===== src/rtl/mem_access_ctrl.sv =====
// mem_access_ctrl: load/store sequencer between the MIPS DataPath and a
// byte-wide synchronous SRAM.
//
// Handshake: the DataPath raises MOV with RW/OpC/MAR/DataIn and holds it.
// The request is taken on the first rising edge where the block is in IDLE.
// The block then ignores all request inputs until MOV has dropped back to 0
// after the single-cycle MOC pulse.
//
// Transfers are big-endian, one byte per cycle, MSB first. The byte address
// wraps modulo 2**ADDR_W. Load data is returned one cycle after each mem_re
// cycle. DataOut is written only when a load completes.
//
// Optional build macro MEM_ALIGN_CHECK_EN: a misaligned halfword or word
// request completes at once with addr_err=1 and makes no SRAM access.
// Without the macro, addr_err is tied 0.
module mem_access_ctrl #(
    parameter int ADDR_W = 9,
    parameter int DATA_W = 32
) (
    input  logic              clk,
    input  logic              reset,
    input  logic              MOV,
    input  logic              RW,
    input  logic [5:0]        OpC,
    input  logic [ADDR_W-1:0] MAR,
    input  logic [DATA_W-1:0] DataIn,
    output logic [DATA_W-1:0] DataOut,
    output logic              MOC,
    output logic              busy,
    output logic              addr_err,
    output logic [ADDR_W-1:0] mem_addr,
    output logic              mem_we,
    output logic              mem_re,
    output logic [7:0]        mem_wdata,
    input  logic [7:0]        mem_rdata,
    output logic [2:0]        state_dbg
);

    typedef enum logic [2:0] {
        IDLE = 3'd0,
        XFER = 3'd1,
        LAST = 3'd2,
        DONE = 3'd3,
        HOLD = 3'd4
    } state_t;

    state_t      state;
    logic [1:0]  idx;          // byte index within the current transfer
    logic [1:0]  last_idx;     // N-1 for the latched request
    logic        is_read;
    logic        is_unsigned;
    logic [31:0] wsh;          // store bytes still to send, next one in [31:24]
    logic [23:0] acc;          // load bytes already returned, oldest highest
    logic        rd_valid;     // mem_rdata carries a requested byte this cycle

    logic [1:0]  req_last;
    logic [31:0] req_wdata;
    logic [31:0] load_full;
    logic [31:0] load_result;

    assign state_dbg = state;

    // Decode the transfer length (as last byte index) from the full opcode.
    always_comb begin
        req_last = 2'd3;
        case (OpC)
            6'b100000, 6'b100100, 6'b101000: req_last = 2'd0;
            6'b100001, 6'b100101, 6'b101001: req_last = 2'd1;
            default:                         req_last = 2'd3;
        endcase
    end

    // Left-align the store data so the first byte to send sits in [31:24].
    always_comb begin
        req_wdata = DataIn;
        case (req_last)
            2'd0:    req_wdata = {DataIn[7:0], 24'h000000};
            2'd1:    req_wdata = {DataIn[15:0], 16'h0000};
            default: req_wdata = DataIn;
        endcase
    end

    // Assemble the final load word from the accumulated and current bytes.
    always_comb begin
        load_full   = {acc, mem_rdata};
        load_result = load_full;
        case (last_idx)
            2'd0: load_result = is_unsigned ? {24'h000000, load_full[7:0]}
                                            : {{24{load_full[7]}}, load_full[7:0]};
            2'd1: load_result = is_unsigned ? {16'h0000, load_full[15:0]}
                                            : {{16{load_full[15]}}, load_full[15:0]};
            default: load_result = load_full;
        endcase
    end

`ifdef MEM_ALIGN_CHECK_EN
    logic req_misaligned;

    // A halfword must be even-aligned; a word must be 4-byte aligned.
    always_comb begin
        req_misaligned = 1'b0;
        if (req_last == 2'd1 && MAR[0])
            req_misaligned = 1'b1;
        else if (req_last == 2'd3 && MAR[1:0] != 2'b00)
            req_misaligned = 1'b1;
    end
`else
    assign addr_err = 1'b0;
`endif

    // Transfer FSM. All outputs are registered here.
    always_ff @(posedge clk or negedge reset) begin
        if (!reset) begin
            state       <= IDLE;
            idx         <= 2'd0;
            last_idx    <= 2'd0;
            is_read     <= 1'b0;
            is_unsigned <= 1'b0;
            wsh         <= 32'h0;
            acc         <= 24'h0;
            rd_valid    <= 1'b0;
            DataOut     <= '0;
            MOC         <= 1'b0;
            busy        <= 1'b0;
            mem_addr    <= '0;
            mem_we      <= 1'b0;
            mem_re      <= 1'b0;
            mem_wdata   <= 8'h00;
`ifdef MEM_ALIGN_CHECK_EN
            addr_err    <= 1'b0;
`endif
        end else begin
            MOC      <= 1'b0;
            rd_valid <= mem_re;
            if (rd_valid)
                acc <= {acc[15:0], mem_rdata};

            case (state)
                IDLE: begin
                    if (MOV) begin
                        is_read     <= RW;
                        is_unsigned <= OpC[2];
                        last_idx    <= req_last;
                        idx         <= 2'd0;
                        acc         <= 24'h0;
                        busy        <= 1'b1;
`ifdef MEM_ALIGN_CHECK_EN
                        if (req_misaligned) begin
                            state    <= DONE;
                            MOC      <= 1'b1;
                            addr_err <= 1'b1;
                        end else begin
`else
                        begin
`endif
                            state     <= XFER;
                            mem_addr  <= MAR;
                            mem_re    <= RW;
                            mem_we    <= !RW;
                            mem_wdata <= req_wdata[31:24];
                            wsh       <= {req_wdata[23:0], 8'h00};
                        end
                    end
                end

                XFER: begin
                    if (idx == last_idx) begin
                        mem_we <= 1'b0;
                        mem_re <= 1'b0;
                        if (is_read) begin
                            state <= LAST;
                        end else begin
                            state <= DONE;
                            MOC   <= 1'b1;
                        end
                    end else begin
                        idx       <= idx + 2'd1;
                        mem_addr  <= mem_addr + ADDR_W'(1);
                        mem_wdata <= wsh[31:24];
                        wsh       <= {wsh[23:0], 8'h00};
                    end
                end

                LAST: begin
                    DataOut <= load_result;
                    MOC     <= 1'b1;
                    state   <= DONE;
                end

                DONE: begin
                    state <= HOLD;
                end

                HOLD: begin
                    if (!MOV) begin
                        state <= IDLE;
                        busy  <= 1'b0;
`ifdef MEM_ALIGN_CHECK_EN
                        addr_err <= 1'b0;
`endif
                    end
                end

                default: begin
                    state <= IDLE;
                    busy  <= 1'b0;
                end
            endcase
        end
    end

endmodule


===== config.mk =====
export PLATFORM = sky130hd
export DESIGN_NAME = mem_access_ctrl
export DESIGN_NICKNAME = d
export VERILOG_FILES = /design/src/rtl/mem_access_ctrl.sv
export SDC_FILE = /design/constraint.sdc
export NUM_CORES = 1
export LEC_CHECK = 0
export ABC_AREA = 1
export CELL_PAD_IN_SITES_DETAIL_PLACEMENT = 0
export CELL_PAD_IN_SITES_GLOBAL_PLACEMENT = 2
export CORE_MARGIN = 5
export CORE_UTILIZATION = 27
export CTS_CLUSTER_DIAMETER = 30
export DETAILED_ROUTE_END_ITERATION = 8
export PLACE_DENSITY_LB_ADDON = 0.15
export SLEW_MARGIN = 0
export SYNTH_ARGS = -nofsm -noshare
export SYNTH_HDL_FRONTEND = slang
export SYNTH_SLANG_ARGS = --single-unit

===== constraint.sdc =====
create_clock -name clk -period 1.4 [get_ports clk]
set_clock_uncertainty 0.2 [all_clocks]
set_input_delay 0.14 -clock clk [delete_from_list [all_inputs] [get_ports clk]]
set_output_delay 0.14 -clock clk [all_outputs]
set_load 0.01 [all_outputs]

Yosys cells after proc, flatten, opt, wreduce, memory -nomap -nowiden
Index checks and enable logic that the tools add are counted.
{"block": "word_totals", "ff_bits": 119, "input_bits": 59}
{"block": "op_classes", "add_sub_neg": 2, "n_eq_ne": 17, "muxes": 36, "bitwise_logic": 1, "reduce_logical": 13}
{"cell": "one-hot mux 32 bit (2 select lines)", "n": 3}
{"cell": "2-to-1 mux 32 bit", "n": 4}
{"cell": "2-to-1 mux 24 bit", "n": 3}
{"cell": "equality test 6 bit (second input constant)", "n": 6}
{"cell": "2-to-1 mux 9 bit", "n": 2}
{"cell": "one-hot mux 9 bit (2 select lines)", "n": 1}
{"cell": "2-to-1 mux 8 bit", "n": 2}
{"cell": "one-hot mux 8 bit (2 select lines)", "n": 1}
{"cell": "one-hot mux 3 bit (5 select lines)", "n": 1}
{"cell": "AND reduction 3 bit", "n": 4}
{"cell": "adder 9 x 1 -> 9 bit (second input constant)", "n": 1}
{"cell": "2-to-1 mux 3 bit", "n": 3}
{"cell": "OR reduction 3 bit", "n": 3}
{"cell": "2-to-1 mux 1 bit", "n": 8}
{"cell": "inequality test 2 bit (second input constant)", "n": 4}
{"cell": "one-hot mux 2 bit (2 select lines)", "n": 2}
{"cell": "equality test 3 x 2 -> 1 bit (second input constant)", "n": 2}
{"cell": "one-hot mux 1 bit (2 select lines)", "n": 3}
{"cell": "equality test 2 x 1 -> 1 bit (second input constant)", "n": 2}
{"cell": "zero test 2 bit", "n": 2}
{"cell": "2-to-1 mux 2 bit", "n": 2}
{"cell": "equality test 3 x 1 -> 1 bit (second input constant)", "n": 1}
{"cell": "equality test 3 bit (second input constant)", "n": 1}
{"cell": "zero test 3 bit", "n": 1}
{"cell": "7 further kinds", "n": 7}

Depth between registers and ports, before layout
{"block": "depth", "depth_word": 7, "ltp_mapped": 10}

Worst setup path after synthesis
No wires, ideal clock.
{"block": "synth_timing", "kind": "register to register", "start": "register state[2], in the netlist state_dbg[2]", "end": "register mem_addr[5]", "t_arrival_ns": 1.199, "slack_ns": -0.120, "path_stages_with_launch": 8, "synth_period_minus_slack_ns": 1.520, "path_cell_list": "dfrtp_1 -> inv_2 -> nand3_4 -> inv_2 -> buf_2 -> nand3_1 -> nand3_1 -> o21ai_1"}
{"block": "synth_between", "elab_chain_len": 3, "elab_cells_between_ends": 7, "cone_classes": "eq/ne (3); mux (1); reduce/logical (3)"}
{"item": "start, declared", "line": "47", "rtl": "state_t state;"}
{"item": "start signal, assigned", "line": "114", "rtl": "state <= IDLE;"}
{"item": "start signal, assigned", "line": "156", "rtl": "state <= XFER;"}
{"item": "start signal, assigned", "line": "171", "rtl": "state <= LAST;"}
{"item": "equality test 3 x 1 -> 1 bit / zero test 3 bit (equally long branches)", "line": "138", "rtl": "case (state)"}
{"item": "inequality test 2 bit (no source line) / nonzero test 2 bit (equally long branches)"}
{"item": "AND reduction 3 bit (no source line)"}
{"item": "end signal, assigned", "line": "178", "rtl": "mem_addr <= mem_addr + ADDR_W'(1);"}
{"item": "end, declared", "line": "31", "rtl": "output logic [ADDR_W-1:0] mem_addr,"}
Several ways; a longest one is shown, not always the timed one.
A chain may end at the register's enable or synchronous reset.

Worst setup path after layout
{"block": "layout_timing", "start": "register state[2], in the netlist state_dbg[2]", "end": "register wsh[28]"}
{"block": "layout_between", "elab_chain_len": 3, "elab_cells_between_ends": 7, "cone_classes": "eq/ne (3); mux (1); reduce/logical (3)"}
{"item": "equality test 3 x 1 -> 1 bit / zero test 3 bit (equally long branches)", "line": "138"}
{"item": "inequality test 2 bit (no source line) / nonzero test 2 bit (equally long branches)"}
{"item": "AND reduction 3 bit (no source line)"}
{"item": "end signal, assigned", "line": "161", "rtl": "wsh <= {req_wdata[23:0], 8'h00};"}
{"item": "end signal, assigned", "line": "180", "rtl": "wsh <= {wsh[23:0], 8'h00};"}
{"item": "end, declared", "line": "52", "rtl": "logic [31:0] wsh;"}
Several ways; a longest one is shown, not always the timed one.

==> flow_summary.json <==
{
  "coreArea_mm2": 0.0204,
  "drtIter0Drc": 201,
  "synth_nets": 776,
  "ys_seq_area_share_pct": 49.4,
  "grt_pass1_wl_um": 29300,
  "port_buffers": 114,
  "rsz0062_at_grt": "true",
  "drv_cap": 0,
  "antenna_left": 0,
  "dpl_cell_area_mm2": 0.00768,
  "clk_pin_slew_ps": 80,
  "io_pins": 116,
  "syn_inst": 716,
  "synthArstFlopShare_pct": 100,
  "syn_area_mm2": 0.00563,
  "root_buffer": "clkbuf_16",
  "design_area_mm2": 0.00901,
  "htreeDepth": 3,
  "hpwl_um": 12500,
  "antenna_cells": 0,
  "via_count": 5487,
  "cp.arrival_ps": 1690,
  "cts_made_buffers": 9,
  "post-route-period-util_pct": 117,
  "max_freq_ghz": 0.611,
  "setup_viol": 106,
  "avgViaCountPerCell": 4.56,
  "ys.warnings.count": 0,
  "status": "finished, violations left",
  "gr-total-overflow": 0,
  "initial_core_util_pct": 27.6,
  "dr.pass1.iters": 5,
  "cp.required_ps": 1450,
  "multiInputGateArea_mm2": 0.00285,
  "synth_edf_count": 0,
  "grtUsageTotal_pct": 15.2,
  "die-area_mm2": 0.0238,
  "die_h_um": 154,
  "setup_tns_ps": -15890,
  "period_needed_ps": 1640,
  "cts_sinks": 111,
  "final_nets": 988,
  "synth_flop_cell": "dfrtp_1",
  "slew_violations": 0,
  "cts_tree": "yes",
  "synth_cell_types": 31,
  "die_w_um": 154,
  "syn_area_per_cell_um2": 7.86,
  "crit_path_max_fanout": 6,
  "powerDensity_mw_per_mm2": 2400,
  "layout_setup_ws_ps": -237,
  "clock_latency_ps": 360,
  "regArea_mm2": 0.00278,
  "worstSetupStartpointType": "flop",
  "whs_ps": -11.7,
  "place_congestion": 0.812,
  "antenna_found_initial": 0,
  "remaining_drc_errors": 0,
  "finalHoldViolCount": 13,
  "wl_per_cell_um": 15.5,
  "hold_path_class": "input port to async pin",
  "ys_ff_latch": 111,
  "violations": "hold timing, setup timing",
  "end_kind": "flop",
  "clockBufferDepth": 2,
  "fill_cells": 2060,
  "critical_path_class": "flop to flop",
  "num_rows": 52,
  "area_growth_pct": 60.2,
  "p_leak_nw": 4.54,
  "grt_max_degree": 48,
  "hold_buffers": 1,
  "final_layout_size_suffix_gt1_share_pct": 31.8,
  "grt_pass1_vias": 5594,
  "routed_wl_um": 18600,
  "vdd_drop_max_uv": 855
}
[cells by family after synthesis]
group | count (synthesis) | share of synthesized area (%)
AOI/OAI and AO/OA | 93 | 8.67
xor gates and xnor gates | 2 | 0.311
adders and majority gates | 1 | 0.222
buffers and inverters | 129 | 10.2
DFF | 111 | 49.4
muxes | 16 | 3.20
other | 1 | 0.0667
and+or+nand+nor | 363 | 28.0
[through the flow]
stage	power [mW]	std cells	setup WS [ps]	utilization [%]	hold slack, ps
final	21.6	1203	-237	44.2	-11.7
after global routing	23.3	1203	-310	44.2	-10.5
after CTS	20.4	1181	-221	41.7	-16.7
after detailed placement	16.4	1141	-474	37.7	-164
after global placement	16.2	1141	-463	37.7	-160
after floorplan	11.4	716	-75.6	-	-356
[report_power, final]
part	internal (mW)	switching (mW)
Clock	1.27	1.36
Sequential	4.70	0.948
Combinational	6.44	6.87
Total	12.4	9.18
[cells in the final DEF (no fill, tap or decap), types with 14 or more instances in the layout]
cell and count:
nand2_1 189, dfrtp_1 108, inv_1 79, buf_4 76, clkdlybuf4s50_1 57, nand3_1 51
clkdlybuf4s15_1 43, nor2_1 39, o21ai_1 29, nand3_2 25, nand2_2 24, buf_6 22
a21oi_2 18, mux2_2 16, buf_12 16, o21ai_0 14
[final cells by class]
| cell class | count | area share [%] |
|---|---|---|
| clock buffers | 9 | 2.50 |
| clock inverters | 7 | 0.805 |
| inverters | 93 | 4.04 |
| multi-input cells | 479 | 31.7 |
| flip-flops and latches | 111 | 30.9 |
| well taps | 270 | 3.75 |
| repair buffers | 234 | 26.4 |
[sequential cells by signal, indices dropped and copies added, names as in the netlist]
signal	flops
mem_re	1
is_read	1
MOC	1
mem_addr	9
busy	1
wsh	24
state_dbg	3
is_unsigned	1
DataOut	32
rd_valid	1
last_idx	2
mem_we	1
mem_wdata	8
acc	24
idx	2
[per-layer routing]
layer	GRT usage [%]	routed length [um]	vias to the layer above	share of wire, %
li1	-	-	2706	-
met1	19.0	8000	2674	43
met2	27.1	9730	93	52
met3	2.85	686	14	3.7
met5	0	0	-	0
met4	3.87	228	0	1.2
[timing repair]
| item | CTS | global route |
|---|---|---|
| gates cloned | 3 | 5 |
| endpoints found under the setup margin | 164 | 140 |
| setup buffers | 21 | 18 |
| pin swaps | 20 | 25 |
| hold endpoints to repair | 111 | 13 |
| resized for setup | 197 | 102 |
[synthesized netlist by cell type, types with 7 or more instances]
cell,n,area share [%]
nand3_1,77,6.9
dfrtp_1,111,49
clkbuf_1,8,0.53
buf_2,17,1.5
o22ai_1,12,1.3
a21oi_1,27,2.4
nor2_1,43,2.9
mux2_2,16,3.2
o21ai_0,32,2.8
inv_1,88,5.9
buf_6,7,1.4
o21ai_1,19,1.7
nand4_1,7,0.78
nand2_1,219,15
[final timing paths]
| kind | start | to | slack (ps) | cells past startpoint |
|---|---|---|---|---|
| worst min-delay path | reset | DataOut[6] | -10 | 2 |
| worst min register to register | DataOut[0] | DataOut[0] | 290 | 2 |
| min in group clk | mem_rdata[5] | DataOut[5] | 160 | 3 |
| worst max-delay path | state_dbg[2] | wsh[28] | -240 | 10 |
| worst max register to register | state_dbg[2] | wsh[28] | -240 | 10 |
| max in group asynchronous | reset | mem_addr[1] | 450 | 3 |
[worst max-delay path, stage by stage (launching register included)]
cell and delay (ps):
dfrtp_2 420, inv_2 90, nand3_4 160, buf_12 190, buf_8 130, nand2_4 50, inv_2 40, nand2_1 60
nand3_1 60, nand2_1 70, nand2_1 40
(Power assumes the default switching activity.)
